## src/rtl/uart_spi_cmd_engine.sv

```systemverilog
`timescale 1ns / 1ps
// uart_spi_cmd_engine
//   Parses framed ASCII register commands arriving from a UART receiver,
//   issues one SPI read or write per accepted frame and sends back an ASCII
//   response through the UART transmitter.
//
//   Frame grammar:  '{' R|W ':' <ADDR_DIGITS hex> [ 'D' ':' <DATA_DIGITS hex> ] '}'
//   (the D section is present for W only).
//   Responses:      "R:<DATA_DIGITS hex>\n", "W:OK\n", "ERR\n"
//
// Ports
//   i_clk_sys, i_rst_n            system clock, asynchronous active-low reset
//   i_uart_data, i_rx_done        received byte and its one-cycle strobe
//   i_uart_idle                   transmitter idle
//   o_data_tx, o_data_valid       byte to transmit and its one-cycle strobe
//   o_spi_start                   one-cycle SPI transaction request
//   o_spi_rw                      0 = write, 1 = read
//   o_spi_addr, o_spi_wdata       SPI address / write data (held until next parse)
//   i_spi_rdata, i_spi_done       SPI read data and completion strobe
//   o_busy                        high whenever the engine is not idle
//   o_err_pulse                   one-cycle pulse on syntax error or timeout
//
// Handshakes: i_rx_done, i_spi_done, o_spi_start and o_data_valid are
// single-cycle strobes with no back-pressure. o_data_valid is only raised
// while i_uart_idle=1; the transmitter taking i_uart_idle low is treated as
// acceptance of that byte, and the next byte waits for i_uart_idle=1 again.
module uart_spi_cmd_engine #(
  parameter int SPI_ADDR_WIDTH  = 6,
  parameter int SPI_DATA_WIDTH  = 20,
  parameter int UART_DATA_WIDTH = 8,
  parameter int RX_TIMEOUT_CYC  = 50_000_000
) (
  input  logic                       i_clk_sys,
  input  logic                       i_rst_n,
  input  logic [UART_DATA_WIDTH-1:0] i_uart_data,
  input  logic                       i_rx_done,
  input  logic                       i_uart_idle,
  output logic [UART_DATA_WIDTH-1:0] o_data_tx,
  output logic                       o_data_valid,
  output logic                       o_spi_start,
  output logic                       o_spi_rw,
  output logic [SPI_ADDR_WIDTH-1:0]  o_spi_addr,
  output logic [SPI_DATA_WIDTH-1:0]  o_spi_wdata,
  input  logic [SPI_DATA_WIDTH-1:0]  i_spi_rdata,
  input  logic                       i_spi_done,
  output logic                       o_busy,
  output logic                       o_err_pulse
);
  localparam int ADDR_DIGITS = (SPI_ADDR_WIDTH + 3) / 4;
  localparam int DATA_DIGITS = (SPI_DATA_WIDTH + 3) / 4;
  localparam int DATA_BITS   = DATA_DIGITS * 4;
  localparam int MAX_DIGITS  = (DATA_DIGITS > ADDR_DIGITS) ? DATA_DIGITS : ADDR_DIGITS;
  localparam int DCNT_W      = $clog2(MAX_DIGITS + 1);
  localparam int TX_W        = $clog2(DATA_DIGITS + 3);
  localparam int TO_W        = $clog2(RX_TIMEOUT_CYC + 1);

  typedef enum logic [3:0] {
    S_IDLE, S_CMD, S_COL1, S_ADDR, S_DHDR, S_COL2, S_DATA, S_CLOSE,
    S_SPI_REQ, S_SPI_WAIT, S_TX_LOAD, S_TX_WAIT
  } state_t;

  typedef enum logic [1:0] {RESP_WR, RESP_RD, RESP_ERR} resp_t;

  state_t               state_q, state_d;
  resp_t                resp_q, resp_d;
  logic [DCNT_W-1:0]    dcnt_q;
  logic [TX_W-1:0]      tx_idx_q, tx_last;
  logic [TO_W-1:0]      to_cnt_q;
  logic [DATA_BITS-1:0] rdata_q, rd_shift;
  logic [7:0]           rx_byte, tx_byte;
  logic [3:0]           hex_nib;
  logic                 hex_ok, in_parse, timeout;
  logic                 parse_ok, err_set, set_rw, rw_val, shift_addr, shift_data;
  logic                 dcnt_clr, dcnt_inc, resp_load, cap_rdata, tx_clr, tx_inc;

  function automatic logic [7:0] hex_ascii(input logic [3:0] n);
    if (n < 4'd10) return 8'h30 + {4'h0, n};
    else           return 8'h37 + {4'h0, n};  // 8'h37 + 10 = 'A'
  endfunction

  assign rx_byte  = i_uart_data[7:0];
  assign in_parse = (state_q >= S_CMD) && (state_q <= S_CLOSE);
  // A byte arriving in the expiry cycle wins: the timeout only fires on silence.
  assign timeout  = in_parse && !i_rx_done && (to_cnt_q == TO_W'(RX_TIMEOUT_CYC - 1));
  assign o_busy   = (state_q != S_IDLE);

  always_comb begin
    hex_ok  = 1'b1;
    hex_nib = 4'h0;
    if (rx_byte >= "0" && rx_byte <= "9")      hex_nib = 4'(rx_byte - "0");
    else if (rx_byte >= "A" && rx_byte <= "F") hex_nib = 4'(rx_byte - "A" + 8'd10);
    else if (rx_byte >= "a" && rx_byte <= "f") hex_nib = 4'(rx_byte - "a" + 8'd10);
    else                                       hex_ok  = 1'b0;
  end

  always_comb begin
    state_d      = state_q;
    resp_d       = RESP_ERR;
    parse_ok     = 1'b0;
    err_set      = 1'b0;
    set_rw       = 1'b0;
    rw_val       = 1'b0;
    shift_addr   = 1'b0;
    shift_data   = 1'b0;
    dcnt_clr     = 1'b0;
    dcnt_inc     = 1'b0;
    resp_load    = 1'b0;
    cap_rdata    = 1'b0;
    tx_clr       = 1'b0;
    tx_inc       = 1'b0;
    o_data_valid = 1'b0;
    o_spi_start  = 1'b0;
    case (state_q)
      S_IDLE: begin
        if (i_rx_done && rx_byte == "{") begin
          state_d  = S_CMD;
          dcnt_clr = 1'b1;
        end
      end
      S_CMD, S_COL1, S_ADDR, S_DHDR, S_COL2, S_DATA, S_CLOSE: begin
        if (i_rx_done) begin
          if (rx_byte == "{") begin
            state_d  = S_CMD;
            dcnt_clr = 1'b1;
          end else begin
            case (state_q)
              S_CMD: begin
                if (rx_byte == "R" || rx_byte == "r" || rx_byte == "W" || rx_byte == "w") begin
                  parse_ok = 1'b1;
                  set_rw   = 1'b1;
                  rw_val   = (rx_byte == "R" || rx_byte == "r");
                  state_d  = S_COL1;
                end
              end
              S_COL1, S_COL2: begin
                if (rx_byte == ":") begin
                  parse_ok = 1'b1;
                  dcnt_clr = 1'b1;
                  state_d  = (state_q == S_COL1) ? S_ADDR : S_DATA;
                end
              end
              S_ADDR: begin
                if (hex_ok) begin
                  parse_ok   = 1'b1;
                  shift_addr = 1'b1;
                  dcnt_inc   = 1'b1;
                  if (dcnt_q == DCNT_W'(ADDR_DIGITS - 1)) begin
                    dcnt_clr = 1'b1;
                    state_d  = o_spi_rw ? S_CLOSE : S_DHDR;
                  end
                end
              end
              S_DHDR: begin
                if (rx_byte == "D" || rx_byte == "d") begin
                  parse_ok = 1'b1;
                  state_d  = S_COL2;
                end
              end
              S_DATA: begin
                if (hex_ok) begin
                  parse_ok   = 1'b1;
                  shift_data = 1'b1;
                  dcnt_inc   = 1'b1;
                  if (dcnt_q == DCNT_W'(DATA_DIGITS - 1)) begin
                    dcnt_clr = 1'b1;
                    state_d  = S_CLOSE;
                  end
                end
              end
              default: begin  // S_CLOSE
                if (rx_byte == "}") begin
                  parse_ok  = 1'b1;
                  resp_load = 1'b1;
                  resp_d    = o_spi_rw ? RESP_RD : RESP_WR;
                  state_d   = S_SPI_REQ;
                end
              end
            endcase
            if (!parse_ok) begin
              err_set   = 1'b1;
              resp_load = 1'b1;
              resp_d    = RESP_ERR;
              tx_clr    = 1'b1;
              state_d   = S_TX_LOAD;
            end
          end
        end else if (timeout) begin
          err_set = 1'b1;
          state_d = S_IDLE;
        end
      end
      S_SPI_REQ: begin
        o_spi_start = 1'b1;
        state_d     = S_SPI_WAIT;
      end
      S_SPI_WAIT: begin
        if (i_spi_done) begin
          cap_rdata = o_spi_rw;
          tx_clr    = 1'b1;
          state_d   = S_TX_LOAD;
        end
      end
      S_TX_LOAD: begin
        if (i_uart_idle) begin
          o_data_valid = 1'b1;
          state_d      = S_TX_WAIT;
        end
      end
      S_TX_WAIT: begin
        if (!i_uart_idle) begin
          if (tx_idx_q == tx_last) state_d = S_IDLE;
          else begin
            tx_inc  = 1'b1;
            state_d = S_TX_LOAD;
          end
        end
      end
      default: state_d = S_IDLE;
    endcase
  end

  // Response byte selection; read data is emitted most-significant digit first.
  always_comb begin
    tx_byte  = 8'h00;
    rd_shift = '0;
    case (resp_q)
      RESP_ERR: tx_last = TX_W'(3);
      RESP_WR:  tx_last = TX_W'(4);
      default:  tx_last = TX_W'(DATA_DIGITS + 2);
    endcase
    if (tx_idx_q == tx_last) tx_byte = 8'h0A;
    else if (resp_q == RESP_ERR) tx_byte = (tx_idx_q == TX_W'(0)) ? "E" : "R";
    else if (resp_q == RESP_WR) begin
      if (tx_idx_q == TX_W'(0))      tx_byte = "W";
      else if (tx_idx_q == TX_W'(1)) tx_byte = ":";
      else if (tx_idx_q == TX_W'(2)) tx_byte = "O";
      else                           tx_byte = "K";
    end else begin
      if (tx_idx_q == TX_W'(0))      tx_byte = "R";
      else if (tx_idx_q == TX_W'(1)) tx_byte = ":";
      else begin
        rd_shift = rdata_q >> (4 * (DATA_DIGITS + 1 - int'(tx_idx_q)));
        tx_byte  = hex_ascii(rd_shift[3:0]);
      end
    end
    o_data_tx = (state_q == S_TX_LOAD) ? UART_DATA_WIDTH'(tx_byte) : '0;
  end

  always_ff @(posedge i_clk_sys or negedge i_rst_n) begin
    if (!i_rst_n) state_q <= S_IDLE;
    else          state_q <= state_d;
  end

  always_ff @(posedge i_clk_sys or negedge i_rst_n) begin
    if (!i_rst_n) begin
      o_err_pulse <= 1'b0;
      o_spi_rw    <= 1'b0;
      o_spi_addr  <= '0;
      o_spi_wdata <= '0;
      dcnt_q      <= '0;
      resp_q      <= RESP_WR;
      rdata_q     <= '0;
      tx_idx_q    <= '0;
      to_cnt_q    <= '0;
    end else begin
      o_err_pulse <= err_set;
      if (set_rw)     o_spi_rw    <= rw_val;
      // Digits shift in from the LSB end; excess high bits fall off the port.
      if (shift_addr) o_spi_addr  <= SPI_ADDR_WIDTH'({o_spi_addr, hex_nib});
      if (shift_data) o_spi_wdata <= SPI_DATA_WIDTH'({o_spi_wdata, hex_nib});
      if (dcnt_clr)      dcnt_q <= '0;
      else if (dcnt_inc) dcnt_q <= dcnt_q + 1'b1;
      if (resp_load) resp_q  <= resp_d;
      if (cap_rdata) rdata_q <= DATA_BITS'(i_spi_rdata);
      if (tx_clr)      tx_idx_q <= '0;
      else if (tx_inc) tx_idx_q <= tx_idx_q + 1'b1;
      if (!in_parse || i_rx_done) to_cnt_q <= '0;
      else                        to_cnt_q <= to_cnt_q + 1'b1;
    end
  end
endmodule
```

## config.mk

```make
export PLATFORM = sky130hd
export DESIGN_NAME = uart_spi_cmd_engine
export DESIGN_NICKNAME = d
export VERILOG_FILES = /design/src/rtl/uart_spi_cmd_engine.sv
export SDC_FILE = /design/constraint.sdc
export NUM_CORES = 1
export LEC_CHECK = 0
export CAP_MARGIN = 40
export CORE_AREA = 10 10 141 143
export DETAILED_ROUTE_END_ITERATION = 8
export DIE_AREA = 0 0 151 153
export SLEW_MARGIN = 20
export SYNTH_ARGS = -nofsm -noshare
export SYNTH_HDL_FRONTEND = slang
export SYNTH_SLANG_ARGS = --single-unit
```

## constraint.sdc

```tcl
create_clock -name i_clk_sys -period 4.06 [get_ports i_clk_sys]
set_input_delay 1.015 -clock i_clk_sys [delete_from_list [all_inputs] [get_ports i_clk_sys]]
set_output_delay 1.015 -clock i_clk_sys [all_outputs]
set_load 0.05 [all_outputs]
```

==> flow_metrics.tcl, run 1 <==
set metrics [dict create \
    maxSlewViolCount 0 \
    r2r_slack_ps 1450 \
    drt-initial-drc-count 212 \
    synth_cell_types 70 \
    ir_worst_vdd_uv 250 \
    fmax_mhz 260 \
    crit_buf_inv 2 \
    status "finished, final reports clean" \
    rows 48 \
    clockBufferDepth 2 \
    area_growth_syn_to_layout_pct 28.2 \
    grt_max_degree 35 \
    r2r_cells 6 \
    min_path_type "reg -> reg" \
    crit_type "reg -> out" \
    postSynthCellCount 496 \
    syn_nets 542 \
    mostFrequentLayoutCells "dfrtp_1, clkdlybuf4s50_1, nor2_1" \
    critPathCaptureType "output pin" \
    period_share_pct 94.7 \
    path_delay_family "compound AO/OA/AOI/OAI gates" \
    synth_ff_type "dfrtp_1" \
    ys_seq_area_share_pct 42.9 \
    cts-root-buf "clkbuf_16" \
    die-area_mm2 0.0231 \
    path_clk_slew_ps 60 \
    cp-start-kind "register" \
    gp_congestion 0.868 \
    synth_edf_count 0 \
    grt_pass1_vias 4157 \
    layout_commonest_cell "dfrtp_1" \
    cp_max_fo 8 \
    num_antenna_cells 0 \
    min_path_cells 2 \
    clock_sinks 86 \
    ys_seq_elements 86 \
    coreArea_mm2 0.0171 \
    fin_nets 619 \
    numPortBuffers 70 \
    multiInputGateArea_mm2 0.00272 \
    reg2reg_to "state_q[0]$_DFFE_PN0P_" \
    start_util_pct 29.4 \
    avgSynthCellArea_um2 10.1 \
    whs_ps 489 \
    grt_overflow 0 \
    ios 72 \
    first_pass_iters 4 \
    wl_per_cell_um 15.8 \
    drt_wl_total_mm 12.7 \
    cts_tree "done" \
    r2r_start "to_cnt_q[8]$_DFF_PN0_" \
    ant_nets 0 \
    drive_gt1_share_pct 18.7 \
    die_h_um 153 \
    cpMostUsedCell "o21ai_0" \
    rsz0062_at_grt "no" \
    finalSetupViolCount 0 \
    drc 0 \
    crit_slowest_cell "a2111o_1" \
    vias 3984 \
    holdCritStartpoint "o_spi_addr[3]$_DFFE_PN0P_" \
    via_per_inst 4.97 \
    ys_warn_count 0 \
    post-place-ws_ps 324 \
    antenna_found_initial 0 \
    dpl.hpwl_mm 9.65 \
    worstPathArrival_ps 2830 \
    hold_viol_final 0 \
    clock_latency_ps 350 \
    slew_headroom_pct 64.1 \
    ctsHoldBuffers 0 \
    finalWorstSetupSlack_ps 214 \
    powerDensity_mw_per_mm2 513 \
    finClkSkew_ps 6.27 \
    htreeDepth 3 \
    final.min_clock_period_ps 3850 \
    regArea_mm2 0.00215 \
    required_ps 3040 \
    maxCapViolCount 0 \
    fill_cells 1682 \
    grtUsageTotal_pct 11.0 \
    power_leakage_nw 2.64 \
    path_cells "inv_1 > ha_4 > nor2b_1 > o21ai_0 > a2111o_1 > a21oi_1 > o21ai_0 > a21oi_2 > buf_12" \
    holdPathEnd "o_spi_addr[3]$_DFFE_PN0P_" \
    die_w_um 151 \
    max_slew.worst_pin.slew_ps 534 \
    grt_pass1_wl_mm 21.1 \
    ys_async_sr_fraction_pct 100 \
    max_stage_delay_ps 510 \
    mappedNetlistArea_mm2 0.00502 \
    cts_made_buffers 9 \
]
## routing by layer
layer  wire length (µm)  global-route usage, %
met4                197                   3.62
met2               5920                   17.6
met5                  0                      0
met1               5720                   13.8
met3                840                   3.31
## cell usage after synthesis, drive strengths merged, types with 6 or more instances
library cell  number  area, µm²
xor2              12        105
nor2b              9       56.3
clkbuf            12       45.0
buf                8       52.6
nand4             10       62.6
nor2              49        184
nand2             30        120
o21ai             30        150
or3               10       62.6
ha                13        163
and2               6       37.5
xnor2             14        123
dfrtp             86       2150
mux2              42        526
inv               21       78.8
a21oi             17       88.8
nand2b            10       62.6
nor3              12       60.1
nor4               6       43.8
nand3             19        100
## tightest hold or removal path: stages, from the launching register on
cell and delay, ps:
dfrtp_1 340, nand2_1 40, o21ai_0 70
## through the flow
stage	power, mW	instance area [µm²]	utilization, %	setup TNS [ps]	cells
detailed placement	2.44	6090	35.7	0	785
global placement	2.42	6080	35.6	0	784
global route	3.51	6440	37.7	0	802
floorplan	2.03	5030	-	-28.7	496
CTS	3.30	6390	37.5	0	800
finish	3.30	6440	37.7	0	802
## layout make-up
cell class / instances / area share [%]
inverters: 21 / 1.22
multi-input cells: 369 / 42.3
repair buffers: 86 / 14.0
well taps: 225 / 4.37
clock inverters: 5 / 0.914
flip-flops and latches: 86 / 33.5
clock buffers: 10 / 3.71
## cell families after synthesis
logic type / synth area share [%]
DFF: 42.9
and+or+nand+nor: 21.4
xor gates and xnor gates: 4.54
other: 0.0747
muxes: 13.1
AOI/OAI and AO/OA: 11.4
adders and majority gates: 3.24
buffers and inverters: 3.51
## state kept, by name (all words and copies together), names as in the netlist
name	count
dcnt_q	3
o_err_pulse	1
o_spi_addr	6
o_spi_rw	1
o_spi_wdata	20
rdata_q	20
resp_q	2
state_q	4
to_cnt_q	26
tx_idx_q	3
## where the power goes
part	internal (mW)	switching (mW)	total [mW]	leakage (nW)
clock network	0.491	0.350	0.841	0.141
logic	0.606	0.703	1.31	1.36
registers	1.01	0.139	1.15	1.14
total	2.11	1.19	3.30	2.64
## timing repair
item                                    CTS  global route
setup buffers                             0             1
gates resized for setup                   1             4
endpoints found under the setup margin    2             2
pin swaps                                 1             1
## worst max path at each step
| stage | startpoint | end | slack (ps) | cells after the start |
|---|---|---|---|---|
| 6_report | tx_idx_q[0]$_DFFE_PN0P_ | o_data_tx[6] | 210 | 9 |
| 5_1_grt | tx_idx_q[0]$_DFFE_PN0P_ | o_data_tx[2] | 60 | 11 |
| 4_1_cts | tx_idx_q[1]$_DFFE_PN0P_ | o_data_tx[6] | 10 | 9 |
| 3_5_place_dp | i_uart_data[3] | o_spi_wdata[11]$_DFFE_PN0P_ | 320 | 6 |
| 3_3_place_gp | tx_idx_q[1]$_DFFE_PN0P_ | o_data_tx[6] | 370 | 9 |
| 2_1_floorplan | tx_idx_q[0]$_DFFE_PN0P_ | o_data_tx[6] | -30 | 10 |
Note: power is estimated with default switching activity, not from simulation.
==> run 2, diff against run 1 <==
- SKIP_LAST_GASP: default -> 1
==> results of run 2 <==
Final layout, timing and power as in run 1 (identical DEF).
